`config.mk`:
```
export PLATFORM = sky130hd
export DESIGN_NAME = gmii_tx_arb
export DESIGN_NICKNAME = d
export VERILOG_FILES = /design/src/rtl/eth_pkg.sv /design/src/rtl/gmii_tx_arb.sv
export SDC_FILE = /design/constraint.sdc
export NUM_CORES = 1
export LEC_CHECK = 0
export BUFFER_PORTS_ARGS = -buffer_cell sky130_fd_sc_hd__buf_2
export CORE_MARGIN = 2
export CORE_UTILIZATION = 35
export CTS_CLUSTER_DIAMETER = 50
export CTS_CLUSTER_SIZE = 12
export DETAILED_ROUTE_END_ITERATION = 8
export SYNTH_ARGS = -nofsm -noshare
export SYNTH_HDL_FRONTEND = slang
export SYNTH_SLANG_ARGS = --single-unit
```
`constraint.sdc`:
```
create_clock -name clk -period 4.45 [get_ports clk]
set_input_delay 0.89 -clock clk [delete_from_list [all_inputs] [get_ports clk]]
set_output_delay 0.89 -clock clk [all_outputs]
set_load 0.1 [all_outputs]
```
`src/rtl/eth_pkg.sv`:
```
// Shared Ethernet TX definitions: arbiter states, frame-timing defaults, port indices
// and the two-port arbitration pick.
package eth_pkg;

    typedef enum logic [1:0] {
        IDLE,
        GRANT,
        SEND,
        IFG
    } arb_state_t;

    localparam int unsigned ETH_IFG_DEFAULT       = 12;
    localparam int unsigned ETH_MAX_FRAME_DEFAULT = 1600;

    localparam logic PORT_ARP = 1'b0;
    localparam logic PORT_UDP = 1'b1;

    // On contention the priority pointer decides in round-robin mode, otherwise ARP wins.
    function automatic logic arb_pick(input logic req0, input logic req1,
                                      input logic prio, input logic rr);
        logic win;
        if (req0 && req1) begin
            win = rr ? prio : PORT_ARP;
        end else if (req1) begin
            win = PORT_UDP;
        end else begin
            win = PORT_ARP;
        end
        return win;
    endfunction

endpackage

```
`src/rtl/gmii_tx_arb.sv`:
```
// Two-port GMII transmit arbiter: grants one frame generator at a time, forwards its
// bytes through one register stage, enforces the IFG and aborts stalled/runaway ports.
module gmii_tx_arb
    import eth_pkg::*;
#(
    parameter int unsigned IFG_CYCLES       = ETH_IFG_DEFAULT,
    parameter int unsigned GRANT_TIMEOUT    = 64,
    parameter int unsigned MAX_FRAME_CYCLES = ETH_MAX_FRAME_DEFAULT,
    parameter int unsigned ROUND_ROBIN      = 1
) (
    input  logic       clk,
    input  logic       rst,
    input  logic       port0_req,
    input  logic       port0_tx_en,
    input  logic [7:0] port0_txd,
    output logic       port0_sel,
    input  logic       port1_req,
    input  logic       port1_tx_en,
    input  logic [7:0] port1_txd,
    output logic       port1_sel,
    output logic       gmii_tx_en,
    output logic [7:0] gmii_txd,
    output logic       arb_busy,
    output logic [7:0] abort_cnt
);

    localparam int unsigned WAIT_W = $clog2(GRANT_TIMEOUT + 1);
    localparam int unsigned FRM_W  = $clog2(MAX_FRAME_CYCLES + 1);

    arb_state_t        state_q, state_d;
    logic              cur_q, cur_d;
    logic              prio_q, prio_d;
    logic [WAIT_W-1:0] wait_q, wait_d;
    logic [FRM_W-1:0]  frame_q, frame_d;
    logic [7:0]        ifg_q, ifg_d;
    logic [7:0]        abort_q, abort_d;
    logic              sel0_q, sel0_d;
    logic              sel1_q, sel1_d;
    logic              en_q, en_d;
    logic [7:0]        txd_q, txd_d;

    logic              req_cur, en_cur, win, abort_inc;
    logic [7:0]        txd_cur;

    always_comb begin
        req_cur   = cur_q ? port1_req   : port0_req;
        en_cur    = cur_q ? port1_tx_en : port0_tx_en;
        txd_cur   = cur_q ? port1_txd   : port0_txd;
        win       = arb_pick(port0_req, port1_req, prio_q, ROUND_ROBIN != 0);

        state_d   = state_q;
        cur_d     = cur_q;
        prio_d    = prio_q;
        wait_d    = wait_q;
        frame_d   = frame_q;
        ifg_d     = ifg_q;
        sel0_d    = 1'b0;
        sel1_d    = 1'b0;
        en_d      = 1'b0;
        txd_d     = '0;
        abort_inc = 1'b0;

        case (state_q)
            IDLE: begin
                if (port0_req || port1_req) begin
                    cur_d   = win;
                    state_d = GRANT;
                    wait_d  = '0;
                    sel0_d  = !win;
                    sel1_d  = win;
                    if (ROUND_ROBIN != 0) begin
                        prio_d = !win;
                    end
                end
            end
            GRANT: begin
                sel0_d = !cur_q;
                sel1_d = cur_q;
                if (en_cur) begin
                    // The byte that arrives with tx_en is already part of the frame.
                    state_d = SEND;
                    en_d    = 1'b1;
                    txd_d   = txd_cur;
                    frame_d = FRM_W'(1);
                end else if (!req_cur) begin
                    state_d = IDLE;
                    sel0_d  = 1'b0;
                    sel1_d  = 1'b0;
                end else if (wait_q == WAIT_W'(GRANT_TIMEOUT - 1)) begin
                    state_d   = IFG;
                    ifg_d     = '0;
                    sel0_d    = 1'b0;
                    sel1_d    = 1'b0;
                    abort_inc = 1'b1;
                end else begin
                    wait_d = wait_q + 1'b1;
                end
            end
            SEND: begin
                if (!en_cur || frame_q == FRM_W'(MAX_FRAME_CYCLES)) begin
                    state_d   = IFG;
                    ifg_d     = '0;
                    abort_inc = en_cur;
                end else begin
                    sel0_d  = !cur_q;
                    sel1_d  = cur_q;
                    en_d    = 1'b1;
                    txd_d   = txd_cur;
                    frame_d = frame_q + 1'b1;
                end
            end
            IFG: begin
                if (ifg_q == 8'(IFG_CYCLES - 1)) begin
                    state_d = IDLE;
                end else begin
                    ifg_d = ifg_q + 1'b1;
                end
            end
            default: state_d = IDLE;
        endcase

        abort_d = (abort_inc && abort_q != 8'hFF) ? abort_q + 1'b1 : abort_q;
    end

    always_ff @(posedge clk or posedge rst) begin
        if (rst) begin
            state_q <= IDLE;
            cur_q   <= PORT_ARP;
            prio_q  <= PORT_ARP;
            wait_q  <= '0;
            frame_q <= '0;
            ifg_q   <= '0;
            abort_q <= '0;
            sel0_q  <= 1'b0;
            sel1_q  <= 1'b0;
            en_q    <= 1'b0;
            txd_q   <= '0;
        end else begin
            state_q <= state_d;
            cur_q   <= cur_d;
            prio_q  <= prio_d;
            wait_q  <= wait_d;
            frame_q <= frame_d;
            ifg_q   <= ifg_d;
            abort_q <= abort_d;
            sel0_q  <= sel0_d;
            sel1_q  <= sel1_d;
            en_q    <= en_d;
            txd_q   <= txd_d;
        end
    end

    assign port0_sel  = sel0_q;
    assign port1_sel  = sel1_q;
    assign gmii_tx_en = en_q;
    assign gmii_txd   = txd_q;
    assign arb_busy   = (state_q != IDLE);
    assign abort_cnt  = abort_q;

endmodule
```
==> qor.yml, run 1 <==
drt:
  drt-total-wl_um: 5970
  wl_per_cell_um: 14.3
  ant_nets: 0
  vias: 2253
  drc: 0
  drt_pass1_iterations: 4
  vias_per_cell: 5.39
  drt_iter0_drc: 100
clocking:
  cts_resized: 0
  postCtsSetupRepairBufs: 0
  cts.sinks: 49
  holdBufCountCts: 0
  clock_path_buffers: 2
  root_buffer: "clkbuf_8"
  htree_levels: 2
  clk_latency_ns: 0.30
  clkSlewWorstSetupHoldPaths_ns: 0.09
  cts_tree: "built"
  numCtsBuffers: 5
synthesis:
  synth_cell_types: 58
  yosys_most_used_dff: "dfrtp_1"
  syn-num-nets: 308
  synth_top_area_frac: 0.440
  synth_common_cells: "dfrtp_1, nand2_1, nor2_1"
  synth_warnings: 0
  synth_area_leaders: "dfrtp_1, mux2i_1, ha_1"
  syn_avg_cell_area_um2: 10.1
  synthArstFlopShare: 1.00
  yosysMostFrequentCell: "dfrtp_1"
  synth.cell_area_mm2: 0.00279
  synth_edf_count: 0
  netlist_instances: 277
  synth_seq_cells: 49
  ys_seq_area_frac: 0.440
  yosys.area.top_type: "dfrtp_1"
grt:
  track_usage: 0.147
  use_met2: 0.231
  grt_pass1_wl_um: 10300
  antenna_found_initial: 0
  top_usage_layer: "met2"
  grt_use_met1: 0.208
  met3_usage: 0.0274
  grt_pass1_vias: 2050
  grt_max_degree: 50
  overflow: 0
sta:
  max_slew_margin: 0.317
  worstMarginPinSlew_ns: 1.02
  period_needed_ns: 2.70
  setup_viol: 0
  finalHoldViolations: 0
  setup-tns-final_ns: 0
  fmax_ghz: 0.370
  min_period_over_period: 0.607
  slew_viol_final: 0
  fin_hold_ws_ns: 0.522
  clock_skew_ns: 0.00752
  rsz0062_at_grt: "no"
  setup_ws_ns: 1.75
worst_hold_path:
  hold_class: "flop to flop"
  worstHoldPathCells: 1
placement:
  io_buffers: 41
  place_ws_ns: 1.95
  globalplace.congestion: 0.794
  dpl.hpwl_um: 4380
  placedCellCount: 410
setup_path:
  critical_path.endpoint_type: "output port"
  critPathRequiredTime_ns: 3.56
  path_max_fanout: 14
  start_kind: "flop"
  path_class: "flop to output port"
  arrival_ns: 1.81
  r2r_cells: 5
final_layout:
  num-fill-cells: 750
  final_layout_size_suffix_gt1_frac: 0.215
  diodes: 0
  instances_no_fill: 418
  nets: 346
  syn_to_final_growth_pct: 14.7
floorplanning:
  ios: 42
  die_w_um: 93.2
  die-area_mm2: 0.00869
  rows: 32
  chipHeight_um: 93.2
  start_util: 0.361
  core_mm2: 0.00773
power:
  total_power_mw: 1.79
  ir_drop_v: 0.000315
  p_per_area_mw_per_mm2: 561
  power_leakage_nw: 1.48
flow_run:
  maxCapViolCount: 0
status:
  status: "completed"
-- worst max-delay path: stages, from the launching register on --
cell	delay [ns]
dfrtp_1	0.42
inv_1	0.10
ha_1	0.37
inv_1	0.17
buf_2	0.44
-- logic make-up after synthesis --
group                      share of synthesized area
buffers and inverters                         0.0314
xor gates and xnor gates                      0.0220
adders and majority gates                     0.0404
AOI/OAI and AO/OA                              0.182
and+or+nand+nor                                0.221
muxes                                         0.0633
DFF                                            0.440
-- layout by cell type (no fill, tap or decap), drive strengths merged, types with 4 or more instances in the layout --
cell    count
a21boi      4
a21oi      11
a31oi       4
and2        4
and3        5
buf        41
clkbuf      6
dfrtp      49
ha          9
inv        12
mux2        5
mux2i      12
nand2      23
nand3      16
nand4       7
nor2       17
nor3        6
o211ai      4
o21ai      18
o31ai      13
xor2        6
-- through the flow --
stage	instance area, um^2	utilization
after floorplan	2790	-
after global placement	3080	0.398
after detailed placement	3080	0.398
after CTS	3200	0.414
after global routing	3200	0.414
final	3200	0.414
-- registers in the layout (all words and copies together) (netlist names), named ones only --
signal	flops
abort_cnt	8
cur_q	1
frame_q	11
gmii_tx_en	1
gmii_txd	8
ifg_q	8
port0_sel	1
port1_sel	1
prio_q	1
state_q	1
wait_q	7
-- metal layers --
metal / vias up / part of all wire
li1: 1106 / -
met1: 1089 / 0.48
met2: 51 / 0.46
met3: 7 / 0.040
met4: 0 / 0.012
met5: - / 0
-- final timing paths --
path / slack (ns) / end / start
min in group asynchronous: 0.83 / gmii_txd[0]$_DFF_PP0_ / rst
worst max-delay path: 1.75 / arb_busy / state_q[0]$_DFFE_PP0P_
worst min register to register: 0.52 / abort_cnt[5]$_DFFE_PP0P_ / abort_cnt[5]$_DFFE_PP0P_
max in group asynchronous: 2.99 / frame_q[8]$_DFFE_PP0P_ / rst
worst min-delay path: 0.52 / abort_cnt[5]$_DFFE_PP0P_ / abort_cnt[5]$_DFFE_PP0P_
worst max register to register: 2.18 / ifg_q[7]$_DFFE_PP0P_ / cur_q$_DFFE_PP0P_
-- final cells by class --
class                   count  area (um^2)  area share
multi-input cells         206         1470       0.461
flip-flops and latches     49         1230       0.383
repair buffers             41          205      0.0642
well taps                 102          128      0.0399
clock buffers               6         82.6      0.0258
inverters                  12         45.0      0.0141
clock inverters             2         37.5      0.0117
-- power by group --
group | total [mW] | internal (mW) | switching, mW
Clock | 0.328 | 0.183 | 0.146
Sequential | 0.604 | 0.520 | 0.0841
Combinational | 0.860 | 0.232 | 0.629
Power figures use the tool's default switching activity.
==> run 2: changes to the inputs <==
==> constraint.sdc (replaced) <==
create_clock -name clk -period 2.8 [get_ports clk]
set_input_delay 0.56 -clock clk [delete_from_list [all_inputs] [get_ports clk]]
set_output_delay 0.56 -clock clk [all_outputs]
set_load 0.1 [all_outputs]
==> qor.yml, run 2 (synthesis gave the netlist of run 1 again) <==
grt:
  overflow: 0  # unchanged
  track_usage: 0.154  # was 0.147
  grt_pass1_wl_um: 10600  # was 10300 um
  grt_pass1_vias: 2177  # was 2050
  grt_max_degree: 32  # was 50
  antenna_found_initial: 0  # unchanged
final_layout:
  multi_input_area_mm2: 0.00147  # unchanged
  diodes: 0  # unchanged
  seqCellArea_mm2: 0.00123  # unchanged
  num-fill-cells: 760  # was 750
  largest_register: "frame_q"  # unchanged
  largest_reg_flops: 11  # unchanged
  final_cell_area_mm2: 0.00319  # was 0.00320 mm^2
  final_layout_size_suffix_gt1_frac: 0.217  # was 0.215
  layout_commonest_cell: "dfrtp_1"  # unchanged
  instances_no_fill: 420  # was 418
  fin_util: 0.412  # was 0.414
  layout_common_cells: "dfrtp_1, buf_2, nand2_1"  # unchanged
  nets: 349  # was 346
  syn_to_final_growth_pct: 14.3  # was 14.7%
sta:
  max_slew_margin: 0.560  # was 0.317
  min_period_over_period: 0.848
  rsz0062_at_grt: "no"  # unchanged
  period_needed_ns: 2.38
  setup_viol: 0  # unchanged
  worstMarginPinSlew_ns: 0.660  # was 1.02 ns
  fmax_ghz: 0.421
  clock_skew_ns: 0.00483  # was 0.00752 ns
  finalHoldViolations: 0  # unchanged
  setup-tns-final_ns: 0  # unchanged
  slew_viol_final: 0  # unchanged
power:
  p_per_area_mw_per_mm2: 864  # was 561 mW/mm^2
  total_power_mw: 2.75  # was 1.79 mW
  ir_drop_v: 0.000455  # was 0.000315 V
  power_leakage_nw: 1.48  # about the same
drt:
  vias: 2226  # was 2253
  drt_pass1_iterations: 4  # unchanged
  ant_nets: 0  # unchanged
  vias_per_cell: 5.30  # was 5.39
  drc: 0  # unchanged
  drt-total-wl_um: 6050  # was 5970 um
  wl_per_cell_um: 14.4  # was 14.3 um
  drt_iter0_drc: 131  # was 100
placement:
  placedCellCount: 413  # was 410
  dpl.hpwl_um: 4590  # was 4380 um
  io_buffers: 41  # unchanged
  dpl_cell_area_mm2: 0.00310  # was 0.00308 mm^2
  globalplace.congestion: 0.807  # was 0.794
clocking:
  root_buffer: "clkbuf_8"  # unchanged
  cts.sinks: 49  # unchanged
  postCtsSetupRepairBufs: 0  # unchanged
  htree_levels: 2  # unchanged
  numCtsBuffers: 5  # unchanged
  holdBufCountCts: 0  # unchanged
  clk_latency_ns: 0.30  # about the same
  cts_tree: "built"  # unchanged
  clkSlewWorstSetupHoldPaths_ns: 0.08  # was 0.09 ns
  clock_path_buffers: 2  # unchanged
  cts_resized: 0  # unchanged
setup_path:
  path_max_fanout: 14  # unchanged
  cpMostUsedCell: "inv_1"  # unchanged
  slowest_delay_ns: 0.45  # was 0.44 ns
  worst_path_max_delay_cell: "buf_2"  # unchanged
  start_kind: "flop"  # unchanged
  path_cells: "inv_1 > ha_1 > inv_1 > buf_2"  # unchanged
  arrival_ns: 1.82  # was 1.81 ns
  path_class: "flop to output port"  # unchanged
  critPathRequiredTime_ns: 2.24  # was 3.56 ns
  critical_path.endpoint_type: "output port"  # unchanged
floorplanning:
  die_w_um: 93.2  # unchanged
  core_mm2: 0.00773  # unchanged
  die-area_mm2: 0.00869  # unchanged
  start_util: 0.361  # unchanged
  chipHeight_um: 93.2  # unchanged
  ios: 42  # unchanged
  rows: 32  # unchanged
status:
  status: "completed"  # unchanged
flow_run:
  maxCapViolCount: 0  # unchanged
worst_hold_path:
  hold_class: "primary input to asynchronous set/reset pin"  # was flop to flop
[run 2: path summary, 6_finish.rpt]
kind / end / slack (ns) / from / cells after the start
max: arb_busy / 0.42 / state_q[0]$_DFFE_PP0P_ / 4
min: gmii_tx_en$_DFF_PP0_ / 0.35 / rst / 2
max reg2reg: abort_cnt[1]$_DFFE_PP0P_ / 0.58 / flop / 6
min reg2reg: abort_cnt[4]$_DFFE_PP0P_ / 0.52 / abort_cnt[4]$_DFFE_PP0P_ / 1
max in group asynchronous: cur_q$_DFFE_PP0P_ / 1.85 / rst / 3
min in group clk: gmii_txd[0]$_DFF_PP0_ / 0.50 / port0_txd[0] / 3
[run 2: final cells by class]
type,count,share of cell area
inverter,12,0.0141
clock buffer,7,0.0271
multi-input combinational,206,0.463
sequential,49,0.385
tap,102,0.0400
timing repair buffer,44,0.0715
[run 2: report_power, final]
group	switching, mW	leakage [nW]	internal [mW]
clock network	0.214	0.0443	0.196
registers	0.106	0.663	0.827
logic	1.03	0.769	0.377
total	1.35	1.48	1.40
[run 2: stage by stage]
step,hold slack [ns],setup WS (ns)
finish,0.349,0.424
floorplan,0.464,0.427
CTS,0.367,0.423
global route,0.397,0.283
detailed placement,0.500,0.609
global placement,0.480,0.670
[run 2: worst max-delay path, delay by kind of cell (launching register included)]
kind / cells / cell delay, ns
flops: 1 / 0.41
fa+ha+maj: 1 / 0.37
buf+inv: 3 / 0.74
[run 2: layer usage]
metal	GRT usage	up-vias	share of wire
met2	0.247	45	0.48
met5	0	-	0
met4	0.0502	0	0.0096
met1	0.209	1065	0.47
li1	-	1110	-
met3	0.0282	6	0.037
